<file path="src/rtl/imem_sram_responder_if.sv">
// Fetch-stage request/response and 16-bit SRAM read bus for imem_sram_responder.
// The responder takes the slave view; the fetch stage and the SRAM take the master view.
interface imem_sram_responder_if #(
  parameter int unsigned ADDR_W = 18
);
  logic              req;
  logic [31:0]       addr;
  logic              flush;
  logic              ready;
  logic [31:0]       instruction;
  logic              busy;
  logic [ADDR_W-1:0] sram_addr;
  logic [15:0]       sram_dq;
  logic              sram_oe_n;
  logic              sram_we_n;

  modport master (
    output req, addr, flush, sram_dq,
    input  ready, instruction, busy, sram_addr, sram_oe_n, sram_we_n
  );

  modport slave (
    input  req, addr, flush, sram_dq,
    output ready, instruction, busy, sram_addr, sram_oe_n, sram_we_n
  );
endinterface

</file>
<file path="src/rtl/imem_sram_responder.sv">
// Answers fetch-stage word requests with two sequential half-word reads from a
// 16-bit SRAM, assembling a 32-bit instruction and pulsing ready once.
module imem_sram_responder #(
  parameter int unsigned WAIT_CYCLES = 1,
  parameter int unsigned ADDR_W      = 18
) (
  input logic                  clk,
  input logic                  rst,
  imem_sram_responder_if.slave bus
);

  typedef enum logic [1:0] {
    IDLE = 2'd0,
    LOW  = 2'd1,
    HIGH = 2'd2,
    DONE = 2'd3
  } state_t;

  localparam logic [3:0] WAIT_LAST = 4'(WAIT_CYCLES);

  state_t            state_r;
  logic [3:0]        wait_cnt_r;
  logic [ADDR_W-2:0] word_addr_r;
  logic [31:0]       instr_r;
  logic [ADDR_W-1:0] sram_addr_r;
  logic              oe_n_r;
  logic              last_s;
  logic              ready_s;
  logic              unused_addr_s;

  assign last_s = (wait_cnt_r == WAIT_LAST);

  // Fetch sequencer: request latch, half-word access timing and data capture.
  always_ff @(posedge clk or negedge rst) begin
    if (!rst) begin
      state_r     <= IDLE;
      wait_cnt_r  <= 4'd0;
      word_addr_r <= '0;
      instr_r     <= 32'd0;
      sram_addr_r <= '0;
      oe_n_r      <= 1'b1;
    end else begin
      case (state_r)
        IDLE: begin
          wait_cnt_r <= 4'd0;
          if (bus.req && !bus.flush) begin
            word_addr_r <= bus.addr[ADDR_W:2];
            sram_addr_r <= {bus.addr[ADDR_W:2], 1'b0};
            oe_n_r      <= 1'b0;
            state_r     <= LOW;
          end else begin
            oe_n_r  <= 1'b1;
            state_r <= IDLE;
          end
        end
        LOW: begin
          if (bus.flush) begin
            wait_cnt_r <= 4'd0;
            oe_n_r     <= 1'b1;
            state_r    <= IDLE;
          end else if (last_s) begin
            instr_r[15:0] <= bus.sram_dq;
            sram_addr_r   <= {word_addr_r, 1'b1};
            wait_cnt_r    <= 4'd0;
            state_r       <= HIGH;
          end else begin
            wait_cnt_r <= wait_cnt_r + 4'd1;
          end
        end
        HIGH: begin
          if (bus.flush) begin
            wait_cnt_r <= 4'd0;
            oe_n_r     <= 1'b1;
            state_r    <= IDLE;
          end else if (last_s) begin
            instr_r[31:16] <= bus.sram_dq;
            wait_cnt_r     <= 4'd0;
            oe_n_r         <= 1'b1;
            state_r        <= DONE;
          end else begin
            wait_cnt_r <= wait_cnt_r + 4'd1;
          end
        end
        DONE: begin
          // A new request is only taken from IDLE, giving one gap cycle.
          wait_cnt_r <= 4'd0;
          oe_n_r     <= 1'b1;
          state_r    <= IDLE;
        end
        default: begin
          wait_cnt_r <= 4'd0;
          oe_n_r     <= 1'b1;
          state_r    <= IDLE;
        end
      endcase
    end
  end

  // Flush in the DONE cycle must suppress the pulse, so ready gates on flush.
  assign ready_s         = (state_r == DONE) && !bus.flush;
  assign bus.ready       = ready_s;
  assign bus.busy        = (bus.req || (state_r != IDLE)) && !ready_s;
  assign bus.instruction = instr_r;
  assign bus.sram_addr   = sram_addr_r;
  assign bus.sram_oe_n   = oe_n_r;
  assign bus.sram_we_n   = 1'b1;

  assign unused_addr_s = ^{bus.addr[31:ADDR_W+1], bus.addr[1:0]};

endmodule

</file>
<file path="src/flat_wrapper.sv">
// flat-port wrapper written by rule: the top's interface ports become plain ports
module imem_sram_responder_flat 
#(
  parameter int unsigned WAIT_CYCLES = 1,
  parameter int unsigned ADDR_W      = 18
)
  (clk, rst, bus_req, bus_addr, bus_flush, bus_sram_dq, bus_ready, bus_instruction, bus_busy, bus_sram_addr, bus_sram_oe_n, bus_sram_we_n);
  imem_sram_responder_if #(.ADDR_W(ADDR_W)) bus_i ();
  input logic clk;
  input logic rst;
  input wire logic [$bits(bus_i.req)-1:0] bus_req;
  input wire logic [$bits(bus_i.addr)-1:0] bus_addr;
  input wire logic [$bits(bus_i.flush)-1:0] bus_flush;
  input wire logic [$bits(bus_i.sram_dq)-1:0] bus_sram_dq;
  output wire logic [$bits(bus_i.ready)-1:0] bus_ready;
  output wire logic [$bits(bus_i.instruction)-1:0] bus_instruction;
  output wire logic [$bits(bus_i.busy)-1:0] bus_busy;
  output wire logic [$bits(bus_i.sram_addr)-1:0] bus_sram_addr;
  output wire logic [$bits(bus_i.sram_oe_n)-1:0] bus_sram_oe_n;
  output wire logic [$bits(bus_i.sram_we_n)-1:0] bus_sram_we_n;
  assign bus_i.req = bus_req;
  assign bus_i.addr = bus_addr;
  assign bus_i.flush = bus_flush;
  assign bus_i.sram_dq = bus_sram_dq;
  assign bus_ready = bus_i.ready;
  assign bus_instruction = bus_i.instruction;
  assign bus_busy = bus_i.busy;
  assign bus_sram_addr = bus_i.sram_addr;
  assign bus_sram_oe_n = bus_i.sram_oe_n;
  assign bus_sram_we_n = bus_i.sram_we_n;
  imem_sram_responder #(.WAIT_CYCLES(WAIT_CYCLES), .ADDR_W(ADDR_W)) u_core (.clk(clk), .rst(rst), .bus(bus_i));
endmodule
</file>
<file path="config.mk">
export PLATFORM = sky130hd
export DESIGN_NAME = imem_sram_responder_flat
export DESIGN_NICKNAME = d
export VERILOG_FILES = /design/src/rtl/imem_sram_responder_if.sv /design/src/rtl/imem_sram_responder.sv /design/src/flat_wrapper.sv
export SDC_FILE = /design/constraint.sdc
export NUM_CORES = 1
export LEC_CHECK = 0
export ABC_CLOCK_PERIOD_IN_PS = 2800
export BUFFER_PORTS_ARGS = -buffer_cell sky130_fd_sc_hd__buf_2
export CAP_MARGIN = 20
export CORE_MARGIN = 3
export CORE_UTILIZATION = 45
export CTS_CLUSTER_DIAMETER = 200
export DETAILED_ROUTE_END_ITERATION = 16
export GPL_TIMING_DRIVEN = 0
export PLACE_DENSITY_LB_ADDON = 0.25
export SYNTH_ARGS = -nofsm -noshare
export SYNTH_HDL_FRONTEND = slang
export SYNTH_SLANG_ARGS = --single-unit
</file>
<file path="constraint.sdc">
create_clock -name clk -period 2.8 [get_ports clk]
set_input_delay 0.14 -clock clk [delete_from_list [all_inputs] [get_ports clk]]
set_output_delay 0.14 -clock clk [all_outputs]
set_load 0.02 [all_outputs]
</file>
==> flow_summary.json <==
{
  "ys_ff_latch": 74,
  "seq_power_share": 0.468,
  "dieWidth_um": 89.1,
  "synth_warnings": 0,
  "placementRows": 29,
  "hp-class": "input pin to flop",
  "die_h_um": 89.1,
  "worstHoldEndpoint": "u_core.bus.instruction[16]$_DFFE_PN0P_",
  "grt_antenna_before_repair": 0,
  "fin_skew_ns": 0.0115,
  "vias": 2119,
  "clk_latency_ns": 0.34,
  "nets": 379,
  "yosys.cell_count.top_type": "dfrtp_1",
  "cts_tree": "built",
  "antennaDiodeCount": 0,
  "power.density_mw_per_mm2": 713,
  "final_hold_viol_count": 0,
  "crit_type": "flop to flop",
  "ys_async_sr_fraction": 1.00,
  "viasPerCell": 5.28,
  "synthTopCellsByArea": "dfrtp_1, mux2_2, o221a_2",
  "final-max-slew-violation-count": 0,
  "grt_pass1_wl_um": 10100,
  "netlist_top_cells_count": "dfrtp_1, mux2_2, or3_1, o221a_2, clkbuf_1",
  "timing.fmax_mhz": 441,
  "cts_resized": 0,
  "crit_path_max_fanout": 10,
  "switchingPower_w": 0.000765,
  "grt.overflow.total": 0,
  "slew_headroom": 0.599,
  "drc": 0,
  "total_leakage_power_nw": 1.93,
  "pwr-share-clk": 0.334,
  "gp_congestion": 0.819,
  "fin_hold_ws_ns": 0.0363,
  "drt_iter0_markers": 89,
  "initial_utilization": 0.476,
  "postSynthCellCount": 219,
  "syn_area_mm2": 0.00311,
  "r2r_start": "u_core.wait_cnt_r[1]$_DFF_PN0_",
  "p_comb_frac": 0.198,
  "r2r_setup_slack_ns": 0.53,
  "setup_viol": 0,
  "synth_top_cell_area_share": 0.588,
  "cts-buffers-inserted": 9,
  "slowest_stage": "a2111oi_4",
  "drv_cap": 0,
  "slowest_delay_ns": 0.63,
  "cp_cell_sequence": "inv_1, ha_1, or3b_1, buf_2, a2111oi_4, buf_6, o221a_2",
  "synth_top_area_cell": "dfrtp_1",
  "min_period_over_period": 0.810,
  "ir_drop_uv": 392,
  "min_path_cells": 2,
  "hp-start": "bus_sram_dq[0]",
  "firstDrtPassIters": 4,
  "clock_sink_count": 74,
  "period_needed_ns": 2.27,
  "final.setup.tns_ns": 0,
  "routedWlPerCell_um": 15.8,
  "pin_count": 106,
  "grt_pass1_vias": 2095,
  "clk_pin_slew_worst_paths_ns": 0.08,
  "switching_share": 0.274,
  "end_kind": "flop",
  "wirelength_um": 6350,
  "timing.rr.end": "u_core.bus.sram_addr[12]$_DFFE_PN0P_",
  "p_int_w": 0.00202,
  "area_growth_pct": 25.8,
  "rsz0062_at_grt": "false",
  "post_cts_buffers": 0,
  "place.port_buffers": 88,
  "crit_path_start_kind": "flop",
  "synth_cell_types": 32,
  "place_hpwl_um": 4590,
  "setup_slack_ns": 0.532,
  "yosysSeqAreaShare": 0.596,
  "fp.dieArea_mm2": 0.00794,
  "rr_worst_depth": 7,
  "detail-route-antenna-nets": 0,
  "grt_max_degree": 54,
  "cts-htree-levels": 3,
  "place_ws_ns": 0.510,
  "worstMarginPinSlew_ns": 0.602,
  "synth_area_per_cell_um2": 14.2,
  "grt_use_total": 0.168,
  "arrival_ns": 2.54,
  "drive_above_1_share": 0.537,
  "outcome": "finished, final reports clean",
  "cp.required_ns": 3.08,
  "crit_buf_inv": 3,
  "core_mm2": 0.00653,
  "syn_nets": 278,
  "clock_path_buffers": 2,
  "synth_ff_type": "dfrtp_1",
  "crit_family": "compound AO/OA/AOI/OAI gates",
  "synth_edf_count": 0,
  "cts-root-buf": "clkbuf_8"
}
[power by group through the flow]
| stage | clock, W | sequential, W | combinational [W] |
|---|---|---|---|
| after floorplan | 0 | 0.00145 | 0.000217 |
| after global placement | 0 | 0.00132 | 0.000543 |
| after detailed placement | 0 | 0.00132 | 0.000563 |
| after CTS | 0.000958 | 0.00131 | 0.000562 |
| after global routing | 0.00101 | 0.00133 | 0.000599 |
| final | 0.000933 | 0.00131 | 0.000551 |
[cell type report]
type | count | area, um2
Fill cell | 539 | 2620
Multi-Input combinational cell | 126 | 1170
Clock inverter | 4 | 73.8
Clock buffer | 11 | 151
Timing Repair Buffer | 90 | 480
Inverter | 6 | 22.5
Sequential cell | 74 | 1850
Tap cell | 77 | 96.3
Buffer | 13 | 61.3
[per-stage QoR]
| step | total power [W] | util | std cells | cell area [um2] |
|---|---|---|---|---|
| after global routing | 0.00293 | 0.599 | 401 | 3910 |
| after detailed placement | 0.00189 | 0.563 | 385 | 3680 |
| after floorplan | 0.00167 | - | 219 | 3110 |
| after global placement | 0.00186 | 0.558 | 384 | 3650 |
| after CTS | 0.00283 | 0.599 | 401 | 3910 |
| final | 0.00279 | 0.599 | 401 | 3910 |
[logic make-up (layout without fill, tap and decap cells)]
group	count (synthesis)	count (layout)	synth area share
adder cells (fa/ha/maj)	7	7	0.0282
buffers and inverters	19	124	0.0270
flip-flops	74	74	0.596
AO/OA/AOI/OAI	25	25	0.0841
AND/OR/NAND/NOR	41	41	0.0773
other	1	1	0.00121
multiplexers	50	50	0.181
XOR/XNOR	2	2	0.00563
[worst max-delay path by stage]
| stage | start | to | slack, ns | cells past startpoint |
|---|---|---|---|---|
| floorplan | u_core.wait_cnt_r[1]$_DFF_PN0_ | u_core.bus.sram_addr[10]$_DFFE_PN0P_ | 0.80 | 7 |
| global route | u_core.wait_cnt_r[1]$_DFF_PN0_ | u_core.bus.sram_addr[10]$_DFFE_PN0P_ | 0.34 | 7 |
| detailed placement | u_core.wait_cnt_r[1]$_DFF_PN0_ | u_core.bus.sram_addr[16]$_DFFE_PN0P_ | 0.51 | 7 |
| finish | u_core.wait_cnt_r[1]$_DFF_PN0_ | u_core.bus.sram_addr[12]$_DFFE_PN0P_ | 0.53 | 7 |
| global placement | u_core.wait_cnt_r[1]$_DFF_PN0_ | u_core.bus.sram_addr[13]$_DFFE_PN0P_ | 0.52 | 7 |
| CTS | u_core.wait_cnt_r[1]$_DFF_PN0_ | u_core.bus.sram_addr[16]$_DFFE_PN0P_ | 0.49 | 7 |
[sequential cells by signal, summed over array words and instances, names as in the netlist]
signal	flops
u_core.bus.instruction	32
u_core.state_r	2
u_core.bus.sram_oe_n	1
u_core.word_addr_r	17
u_core.wait_cnt_r	4
u_core.bus.sram_addr	18
[what timing repair did]
| item | 4_1_cts | 5_1_grt |
|---|---|---|
| endpoints found under the setup margin | 0 | 0 |
| hold buffers | 1 | 0 |
| hold endpoints to repair | 21 | 0 |
[layer usage]
layer	vias up	share of wire	GRT usage
li1	1007	-	-
met1	1055	0.44	0.222
met2	48	0.50	0.264
met3	9	0.044	0.0387
met4	0	0.017	0.0771
met5	-	0	0
[layout by cell type, fill, tap and decap left out, drive strengths merged, types with 2 or more instances in the layout]
master	n
bufinv	2
nand2	2
dfrtp	73
buf	92
nand3	3
inv	7
a21oi	5
nor4b	2
mux2	49
clkbuf	21
nor2b	2
nor2	9
o221a	17
ha	7
or3	17
No activity file was read; power rests on OpenSTA's default activity.
